===== src/rtl/pc_redirect_unit_pkg.sv =====
// Shared definitions for the PC redirect logic: reset vector, redirect-source
// and FSM state encodings, and the J/JAL target formation helper.
package pc_redirect_unit_pkg;

    localparam logic [31:0] RESET_PC_DEFAULT = 32'h0000_3000;

    typedef enum logic [1:0] {
        SRC_NONE = 2'd0,
        SRC_JMP  = 2'd1,
        SRC_BR   = 2'd2,
        SRC_JR   = 2'd3
    } src_e;

    typedef enum logic {
        RUN  = 1'b0,
        HOLD = 1'b1
    } state_e;

    // Region-relative jump: upper nibble of PC+4, index, word alignment; no carries.
    function automatic logic [31:0] jump_target(input logic [3:0] pc4_hi,
                                                input logic [25:0] index);
        return {pc4_hi, index, 2'b00};
    endfunction

endpackage


===== src/rtl/pc_target_mux.sv =====
// Combinational redirect request select: JR over branch over jump, jump target
// formation and JR alignment check.
module pc_target_mux
    import pc_redirect_unit_pkg::*;
(
    input  logic        jmp_valid,
    input  logic [25:0] jmp_index,
    input  logic [3:0]  jmp_pc4_hi,
    input  logic        br_valid,
    input  logic [31:0] br_target,
    input  logic        jr_valid,
    input  logic [31:0] jr_target,
    output logic [31:0] sel_tgt,
    output src_e        sel_src,
    output logic        misalign
);

    always_comb begin
        sel_tgt  = '0;
        sel_src  = SRC_NONE;
        misalign = 1'b0;
        // EX-stage requests are older than the ID-stage jump, so they win.
        if (jr_valid) begin
            sel_tgt  = {jr_target[31:2], 2'b00};
            sel_src  = SRC_JR;
            misalign = |jr_target[1:0];
        end else if (br_valid) begin
            sel_tgt = br_target;
            sel_src = SRC_BR;
        end else if (jmp_valid) begin
            sel_tgt = jump_target(jmp_pc4_hi, jmp_index);
            sel_src = SRC_JMP;
        end
    end

endmodule


===== src/rtl/pc_redirect_unit.sv =====
// Program counter owner: sequential fetch, J/JAL/branch/JR redirects, a
// one-entry pending redirect held across stalls, flush pulse and redirect count.
module pc_redirect_unit
    import pc_redirect_unit_pkg::*;
#(
    parameter logic [31:0] RESET_PC = RESET_PC_DEFAULT,
    parameter int unsigned CNT_W    = 16
) (
    input  logic             clk,
    input  logic             rst,
    input  logic             stall,
    input  logic             jmp_valid,
    input  logic [25:0]      jmp_index,
    input  logic [3:0]       jmp_pc4_hi,
    input  logic             br_valid,
    input  logic [31:0]      br_target,
    input  logic             jr_valid,
    input  logic [31:0]      jr_target,
    output logic [31:0]      pc,
    output logic [31:0]      pc_plus4,
    output logic             flush,
    output logic             pending,
    output logic             addr_err,
    output logic [CNT_W-1:0] redir_cnt
);

    state_e            state, state_n;
    logic [31:0]       pc_q, pc_n;
    logic [31:0]       pend_tgt, pend_tgt_n;
    src_e              pend_src, pend_src_n;
    logic              pending_q;
    logic              flush_q;
    logic              err_q;
    logic [CNT_W-1:0]  cnt_q;

    logic [31:0]       sel_tgt;
    src_e              sel_src;
    logic              misalign;
    logic              apply;
    logic              take_new;

    pc_target_mux u_mux (
        .jmp_valid  (jmp_valid),
        .jmp_index  (jmp_index),
        .jmp_pc4_hi (jmp_pc4_hi),
        .br_valid   (br_valid),
        .br_target  (br_target),
        .jr_valid   (jr_valid),
        .jr_target  (jr_target),
        .sel_tgt    (sel_tgt),
        .sel_src    (sel_src),
        .misalign   (misalign)
    );

    // While holding an EX redirect, a new ID jump is on the wrong path and is dropped.
    always_comb begin
        take_new = (sel_src == SRC_BR) || (sel_src == SRC_JR) ||
                   ((sel_src == SRC_JMP) && (pend_src == SRC_JMP));
    end

    always_comb begin
        state_n    = state;
        pc_n       = pc_q;
        pend_tgt_n = pend_tgt;
        pend_src_n = pend_src;
        apply      = 1'b0;
        case (state)
            RUN: begin
                if (sel_src == SRC_NONE) begin
                    if (!stall) pc_n = pc_q + 32'd4;
                end else if (!stall) begin
                    pc_n  = sel_tgt;
                    apply = 1'b1;
                end else begin
                    pend_tgt_n = sel_tgt;
                    pend_src_n = sel_src;
                    state_n    = HOLD;
                end
            end
            HOLD: begin
                if (stall) begin
                    if (take_new) begin
                        pend_tgt_n = sel_tgt;
                        pend_src_n = sel_src;
                    end
                end else begin
                    pc_n       = take_new ? sel_tgt : pend_tgt;
                    apply      = 1'b1;
                    pend_tgt_n = '0;
                    pend_src_n = SRC_NONE;
                    state_n    = RUN;
                end
            end
            default: begin
                state_n    = RUN;
                pend_tgt_n = '0;
                pend_src_n = SRC_NONE;
            end
        endcase
    end

    always_ff @(posedge clk) begin
        if (rst) begin
            state     <= RUN;
            pc_q      <= RESET_PC;
            pend_tgt  <= '0;
            pend_src  <= SRC_NONE;
            pending_q <= 1'b0;
            flush_q   <= 1'b0;
            err_q     <= 1'b0;
            cnt_q     <= '0;
        end else begin
            state     <= state_n;
            pc_q      <= pc_n;
            pend_tgt  <= pend_tgt_n;
            pend_src  <= pend_src_n;
            pending_q <= (state_n == HOLD);
            flush_q   <= apply;
            err_q     <= misalign;
            if (apply && (cnt_q != '1)) cnt_q <= cnt_q + 1'b1;
        end
    end

    assign pc        = pc_q;
    assign pc_plus4  = pc_q + 32'd4;
    assign flush     = flush_q;
    assign pending   = pending_q;
    assign addr_err  = err_q;
    assign redir_cnt = cnt_q;

endmodule


===== config.mk =====
export PLATFORM = sky130hd
export DESIGN_NAME = pc_redirect_unit
export DESIGN_NICKNAME = d
export VERILOG_FILES = /design/src/rtl/pc_redirect_unit_pkg.sv /design/src/rtl/pc_target_mux.sv /design/src/rtl/pc_redirect_unit.sv
export SDC_FILE = /design/constraint.sdc
export NUM_CORES = 1
export LEC_CHECK = 0
export CAP_MARGIN = 20
export CORE_MARGIN = 5
export CORE_UTILIZATION = 51
export DETAILED_ROUTE_END_ITERATION = 16
export PLACE_DENSITY = 0.95
export SLEW_MARGIN = 20
export SYNTH_ARGS = -nofsm -noshare
export SYNTH_HDL_FRONTEND = slang
export SYNTH_HIERARCHICAL = 1
export SYNTH_SLANG_ARGS = --single-unit

===== constraint.sdc =====
create_clock -name clk -period 5.2 [get_ports clk]
set_input_delay 0.52 -clock clk [delete_from_list [all_inputs] [get_ports clk]]
set_output_delay 0.52 -clock clk [all_outputs]
set_load 0.01 [all_outputs]

* Word level (Yosys, flattened, before mapping) *
Index checks and enable logic that the tools add are counted.

word-level totals
  output and inout port bits = 83
  logic and storage cells = 58
  register bits after elaboration = 85

operators by class
  reduce and logical (&&, ||, !) cells = 10
  bitwise operators = 2
  add/sub/neg operators = 2
  muxes and demuxes = 27
  equality and inequality tests = 10

operator list
  cell                     count
  $mux W32                 11
  $pmux W32 S2             2
  $add A32 B3 Y32 const B  1
  $add A16 B1 Y16 const B  1
  $ne A16 B16 Y1 const B   1
  $mux W2                  6
  $ne A2 B2 Y1 const B     4
  $mux W1                  5
  $eq A2 B1 Y1 const B     2
  $eq A2 B2 Y1 const B     2
  $pmux W1 S2              2
  $pmux W2 S2              1
  $reduce_and A2 Y1        2
  $reduce_or A2 Y1         2
  $ne A3 B2 Y1 const B     1
  $reduce_and A3 Y1        1
  $logic_and A1 B1 Y1      2
  $logic_not A2 Y1         1
  $logic_or A1 B1 Y1       2
  $not A1 Y1               2

* Depth between registers and ports, before layout *
Gate-level depths: netlist (run 1).

  depth in word-level cells = 9
  gate-level depth with buffers = 11
  mapped depth without buffers = 7

* Modules after synthesis *
The synthesis (run 1) kept the hierarchy.

by module, submodules not included
  module            instances  area an instance (sq um)  seq. area each (sq um)  cells an instance
  pc_redirect_unit  1          4683.2                    1701.6                  556
  pc_target_mux     1          899.6                     0.0                     143

* Worst setup path before layout (run 1) *
No wires, ideal clock.

  kind = in2reg
  from = in jr_valid
  to = reg pc_q[30], in the netlist pc[30]
  required time = 5.067 ns
  stages = 10
  slack = 2.775 ns
  buffers on the path = 4
  arrival = 2.292 ns
  path through = buf_6 -> buf_6 -> a21o_1 -> and3b_1 -> buf_6 -> or2_1 -> buf_6 -> mux2_4 -> a222oi_1 -> o31ai_1

between the ends
  cells in the longest elaborated chain, start to end = 7

ends and longest elaborated chain
  what                                                              RTL line                                        RTL
  start, declared                                                   pc_redirect_unit.sv:17                          input logic jr_valid,
  $mux W2 (*)                                                       pc_target_mux.sv:23                             if (jr_valid) begin
  net sel_src[0]                                                    pc_redirect_unit.sv:37                          src_e sel_src;
  $eq A2 B2 Y1 / $eq A2 B1 Y1 (equally long branches)               pc_redirect_unit.sv:57, pc_redirect_unit.sv:58
  $logic_or A1 B1 Y1 / $logic_and A1 B1 Y1 (equally long branches)  pc_redirect_unit.sv:57, pc_redirect_unit.sv:58
  $logic_or A1 B1 Y1                                                pc_redirect_unit.sv:57                          take_new = (sel_src == SRC_BR) || (sel_src == SRC_JR) ||
  $mux W32                                                          --
  $mux W32                                                          pc_redirect_unit.sv:81                          if (stall) begin
  $pmux W32 S2 (*)                                                  pc_redirect_unit.sv:67                          case (state)
  end signal, assigned                                              pc_redirect_unit.sv:114                         pc_q <= pc_n;
  end, declared                                                     pc_redirect_unit.sv:28                          logic [31:0] pc_q, pc_n;

Mark *: on every way through the listed nets, which the timed path passes. The rest lies on a longest branch. The select of a mux whose other input is x is not followed.
A chain may end at the register's enable or synchronous reset.

* Final worst setup path (run 1) *
  from = reg pc_q[2], in the netlist pc[2]
  to = out pc_plus4[30]

between the ends
  cells in the longest elaborated chain, start to end = 1

ends and longest elaborated chain
  what             RTL line                 RTL
  $add A32 B3 Y32  pc_redirect_unit.sv:125  assign pc_plus4 = pc_q + 32'd4;
  end, declared    pc_redirect_unit.sv:20   output logic [31:0] pc_plus4,

Every way passes these cells.

==> flow_metrics.py, run 1 <==
metrics = {
    "floorplan": {
        "die_y_um": 114.6,
        "io_pins": 183,
        "rows": 38,
        "fp.dieW_um": 114.6,
        "initial_core_util": 0.5173,
        "die_area_um2": 13140,
        "core_area_um2": 10790,
    },
    "grt": {
        "grt_pass1_wl_um": 29100,
        "grt_pass1_vias": 5676,
        "gr-total-overflow": 0,
        "antenna_found_initial": 0,
        "grt_max_degree": 66,
        "grt_usage": 0.2757,
    },
    "sta": {
        "max_slew_margin": 0.3576,
        "rsz0062_at_grt": "false",
        "fin_tns_setup_ns": 0,
        "period_needed_ns": 3.678,
        "slew_viol_final": 0,
        "setup_viol": 0,
        "layout_setup_ws_ns": 1.522,
        "timing.fmax_mhz": 271.9,
        "finalHoldViolations": 0,
        "finalCritPeriodShare": 0.7072,
        "tightest_slew_ns": 0.9637,
        "fin_skew_ns": 0.01519,
    },
    "pwr": {
        "power_frac_seq": 0.448,
        "switchingPower_mw": 0.5296,
        "p_leak_nw": 2.695,
        "p_int_mw": 1.145,
        "irDropWorstVdd_mv": 0.1350,
        "comb_power_share": 0.276,
        "switching_share": 0.3163,
        "p_clk_frac": 0.275,
        "power_density_nw_per_um2": 224.0,
    },
    "clock_tree": {
        "clock_sinks": 85,
        "cts_tree": "built",
        "cts_resized": 0,
        "htree_levels": 3,
        "cts.clk_slew.worst_paths_ns": 0.09,
        "post_cts_buffers": 0,
        "clock_latency_ns": 0.36,
        "cts_root_buf": "clkbuf_8",
        "postCtsHoldBufs": 0,
        "clock_path_buffers": 2,
        "cts-buffers-inserted": 9,
    },
    "cells_and_area": {
        "layout_commonest_cell": "clkdlybuf4s50_1",
        "final_cell_mix": "clkdlybuf4s50_1, a21oi_1, dfxtp_1, nor2_1, nor2b_1",
        "diodes": 0,
        "syn_to_final_growth_pct": 33.89,
        "finalNetCount": 945,
        "drive_above_1_share": 0.05896,
    },
    "routing": {
        "viasPerCell": 6.126,
        "route.antenna.remaining_nets": 0,
        "drt-total-wl_um": 18640,
        "dr.pass1.iters": 5,
        "remaining_drc_errors": 0,
        "drt_iter0_drc": 725,
        "vias": 6052,
        "wl_per_cell_um": 18.87,
    },
    "yosys": {
        "yosysWarnings": 6,
        "ys_seq_area_frac": 0.3048,
        "synth_area_per_cell_um2": 7.987,
        "syn_inst": 699,
        "synthFlopType": "dfxtp_1",
        "synth_area_leaders": "dfxtp_1, a21oi_1, nor2b_1",
        "synth_cell_types": 69,
        "yosys.area.top_type": "dfxtp_1",
        "syn_nets": 801,
        "synth_top_area_frac": 0.3048,
        "synth_edf_count": 0,
        "synth_seq_cells": 85,
        "async_reset_ff_frac": 0,
        "syn_area_um2": 5583,
    },
    "placed_design": {
        "dp_hpwl_um": 13530,
        "portBuffers": 182,
        "gp_congestion": 0.9145,
        "dp_slack_ns": 1.624,
    },
    "run": {
        "maxCapViolations": 0,
    },
    "setup_path": {
        "crit_family": "simple AND/OR/NAND/NOR gates",
        "critPathArrivalTime_ns": 3.16,
        "required_ns": 4.68,
        "path_cells": "ha_1 > nand4_1 > nor4_4 > nand3_2 > nor2_1 > xor2_1 > clkdlybuf4s50_1",
        "critPathLaunchType": "register",
        "max_stage_delay_ns": 0.54,
        "cp.buffers_inverters": 1,
        "cpMaxStageDelayCell": "clkdlybuf4s50_1",
        "critical_path_class": "reg2out",
        "startpoint": "pc[2]",
        "critPathMaxFanout": 9,
        "critPathCaptureType": "output pin",
        "r2r_start": "pending",
    },
    "min_path": {
        "worstHoldPathType": "reg2reg",
        "worstHoldStart": "pend_tgt[1]",
    },
    "outcome": {
        "status": "finished, final reports clean",
    },
}
[cell families (layout without fill, tap and decap cells)]
kind of cell,after synthesis,after routing,share of synthesized area
AOI/OAI and AO/OA,199,199,0.2349
xor gates and xnor gates,43,43,0.06746
adders and majority gates,2,2,0.004482
buffers and inverters,67,216,0.06768
DFF,85,85,0.3048
muxes,13,13,0.02645
and+or+nand+nor,290,290,0.2943
[path summary, 6_finish.rpt]
check,to,slack [ns],cells past startpoint
max,pc_plus4[30],1.52,7
max reg2reg,pc[23],2.62,5
min,pend_tgt[1],0.48,1
min reg2reg,pend_tgt[1],0.48,1
[Yosys cell counts, drive strengths merged, types with 3 or more instances]
library cell,count
a22oi,5
and2,4
nor4,9
a21oi,89
a22o,24
xnor2,22
nor2b,52
nor3,31
dfxtp,85
a211oi,5
nand4,16
a31oi,4
nand3b,32
clkbuf,25
mux2i,5
a21o,4
o31ai,4
nor2,56
or2,3
nand2,45
o22ai,4
mux2,8
o21ai,24
buf,31
a221o,13
o21a,3
and3,3
xor2,21
nor3b,3
nand3,24
a222oi,3
inv,11
[power by group through the flow]
stage | logic, mW | clock network, mW | registers [mW]
2_1_floorplan | 0.242 | 0 | 0.756
3_3_place_gp | 0.446 | 0 | 0.761
3_5_place_dp | 0.454 | 0 | 0.763
4_1_cts | 0.458 | 0.461 | 0.748
5_1_grt | 0.495 | 0.490 | 0.756
6_report | 0.463 | 0.461 | 0.751
[state kept, by name, summed over array words and instances, names as in the netlist]
name and flops:
flush 1, pending 1, pc 32, redir_cnt 16, pend_tgt 32, addr_err 1
pend_src 2
[layer usage]
| metal | track usage | vias to the layer above | part of all wire |
|---|---|---|---|
| met5 | 0 | - | 0 |
| met4 | 0.09501 | 0 | 0.027 |
| met3 | 0.04757 | 42 | 0.089 |
| met2 | 0.4629 | 361 | 0.48 |
| met1 | 0.3562 | 2819 | 0.41 |
| li1 | - | 2830 | - |
[cell type report]
class	count	area, um^2
multi-input combinational	547	3503
fill	854	3318
timing repair buffer	189	1859
sequential	85	1702
tap	140	175.2
clock buffer	11	151.4
clock inverter	5	42.54
inverter	11	41.29
[stage by stage]
step                      hold WS (ns)  instances  power (mW)  area (um^2)    util
final                           0.4834        988       1.674         7475  0.6926
after global routing            0.4936        988       1.741         7475  0.6926
after CTS                       0.4832        988       1.667         7475  0.6926
after detailed placement        0.4549        972       1.217         7281  0.6746
after global placement          0.4572        972       1.207         7281  0.6746
after floorplan                 0.4385        699      0.9983         5583       -
No activity file was read; power rests on OpenSTA's default activity.
==> inputs of run 2 (changes only) <==
--- a/config.mk
+++ b/config.mk
@@ -7,9 +7,9 @@
 export LEC_CHECK = 0
 export CAP_MARGIN = 20
 export CORE_MARGIN = 5
-export CORE_UTILIZATION = 51
+export CORE_UTILIZATION = 47
 export DETAILED_ROUTE_END_ITERATION = 16
-export PLACE_DENSITY = 0.95
+export PLACE_DENSITY = 0.92
 export SLEW_MARGIN = 20
 export SYNTH_ARGS = -nofsm -noshare
 export SYNTH_HDL_FRONTEND = slang
==> constraint.sdc (replaced) <==
create_clock -name clk -period 3.9 [get_ports clk]
set_input_delay 0.39 -clock clk [delete_from_list [all_inputs] [get_ports clk]]
set_output_delay 0.39 -clock clk [all_outputs]
set_load 0.01 [all_outputs]
==> run 2 against run 1 <==
Clock power up 87%. Routed wire length up 1.9%. Die area up 7.8%. Power up 48%. First-iteration DRC count down 0.28%. Setup slack worse by 0.98 ns. Largest cell class unchanged. Largest power group unchanged. Highest routed layer unchanged.
==> flow_metrics.py, run 2 (synthesized netlist as in run 1, its figures left out) <==
metrics = {
    "placed_design": {
        "dp_slack_ns": 0.8030,
        "gp_congestion": 0.9456,
        "portBuffers": 182,
        "dp_hpwl_um": 13920,
    },
    "floorplan": {
        "rows": 39,
        "core_area_um2": 11520,
        "io_pins": 183,
        "initial_core_util": 0.4848,
        "fp.dieW_um": 119.0,
        "die_y_um": 119.0,
        "die_area_um2": 14160,
    },
    "clock_tree": {
        "post_cts_buffers": 0,
        "postCtsHoldBufs": 0,
        "clock_sinks": 85,
        "clock_latency_ns": 0.34,
        "cts_tree": "built",
        "cts-buffers-inserted": 9,
        "cts.clk_slew.worst_paths_ns": 0.06,
        "htree_levels": 3,
        "clock_path_buffers": 2,
        "cts_resized": 0,
        "cts_root_buf": "clkbuf_16",
    },
    "pwr": {
        "p_leak_nw": 2.779,
        "irDropWorstVdd_mv": 0.2253,
        "power_density_nw_per_um2": 325.3,
    },
    "setup_path": {
        "crit_family": "simple AND/OR/NAND/NOR gates",
        "critPathMaxFanout": 9,
        "path_cells": "ha_1 > nand4_1 > buf_4 > nor4_4 > nand3_2 > nor2_1 > xor2_1 > clkdlybuf4s50_1",
        "cpMaxStageDelayCell": "clkdlybuf4s50_1",
        "critPathCaptureType": "output pin",
        "critPathArrivalTime_ns": 2.97,
        "required_ns": 3.51,
        "critPathLaunchType": "register",
        "cp.buffers_inverters": 2,
        "critical_path_class": "reg2out",
        "max_stage_delay_ns": 0.55,
    },
    "cells_and_area": {
        "layout_commonest_cell": "clkdlybuf4s50_1",
        "finalNetCount": 954,
        "final_cell_mix": "clkdlybuf4s50_1, a21oi_1, dfxtp_1, nor2_1, nor2b_1",
        "syn_to_final_growth_pct": 36.87,
        "drive_above_1_share": 0.06667,
        "final_util": 0.6635,
        "diodes": 0,
    },
    "grt": {
        "grt_usage": 0.2561,
        "grt_max_degree": 64,
        "gr-total-overflow": 0,
        "grt_pass1_vias": 5637,
        "grt_pass1_wl_um": 29810,
        "antenna_found_initial": 0,
    },
    "routing": {
        "route.antenna.remaining_nets": 0,
        "wl_per_cell_um": 19.02,
        "vias": 6125,
        "drt_iter0_drc": 723,
        "viasPerCell": 6.137,
        "drt-total-wl_um": 18990,
        "remaining_drc_errors": 0,
        "dr.pass1.iters": 6,
    },
    "outcome": {
        "status": "finished, final reports clean",
    },
    "sta": {
        "setup_viol": 0,
        "timing.fmax_mhz": 297.7,
        "fin_skew_ns": 0.004624,
        "rsz0062_at_grt": "false",
        "finalCritPeriodShare": 0.8614,
        "layout_setup_ws_ns": 0.5405,
        "max_slew_margin": 0.3174,
        "slew_viol_final": 0,
        "tightest_slew_ns": 1.024,
        "period_needed_ns": 3.359,
        "finalHoldViolations": 0,
        "fin_tns_setup_ns": 0,
    },
    "min_path": {
        "worstHoldPathType": "reg2reg",
    },
    "run": {
        "maxCapViolations": 0,
    },
}
==> run 2: cell count changes in the layout (fill, tap and decap cells not counted), sizes merged <==
cell / change
clkinvlp: +1
bufinv: +1
clkbuf: -1
inv: -1
buf: +9
clkinv: -2
==> run 2: cell type report <==
type / count / area, um^2
Clock inverter: 4 / 50.05
Sequential cell: 85 / 1702
Multi-Input combinational cell: 547 / 3503
Tap cell: 143 / 178.9
Clock buffer: 10 / 239.0
Fill cell: 911 / 3875
Timing Repair Buffer: 198 / 1927
Inverter: 11 / 41.29
==> run 2: worst paths after layout <==
kind | start | end | slack, ns | depth (start not counted)
max | pc[2] | pc_plus4[30] | 0.54 | 8
min | pend_tgt[10] | pend_tgt[10] | 0.48 | 1
max reg2reg | pend_src[1] | pc[25] | 1.47 | 5
min reg2reg | pend_tgt[10] | pend_tgt[10] | 0.48 | 1
==> run 2: per-layer routing <==
| layer | share of wire | up-vias | track usage |
|---|---|---|---|
| met3 | 0.086 | 47 | 0.04739 |
| met4 | 0.029 | 0 | 0.09631 |
| met1 | 0.41 | 2878 | 0.3317 |
| met5 | 0 | - | 0 |
| li1 | - | 2858 | - |
| met2 | 0.48 | 342 | 0.4249 |
==> run 2: through the flow <==
stage / power (mW) / cell area (um^2) / hold slack (ns) / std cells
2_1_floorplan: 1.331 / 5583 / 0.4385 / 699
3_3_place_gp: 1.616 / 7352 / 0.4554 / 984
3_5_place_dp: 1.631 / 7352 / 0.4597 / 984
4_1_cts: 2.478 / 7641 / 0.4783 / 998
5_1_grt: 2.571 / 7641 / 0.4914 / 998
6_report: 2.486 / 7641 / 0.4796 / 998
==> run 2: report_power, final <==
part / switching, mW / internal, mW
combinational: 0.290 / 0.331
clock: 0.354 / 0.506
sequential: 0.0763 / 0.929
total: 0.720 / 1.77
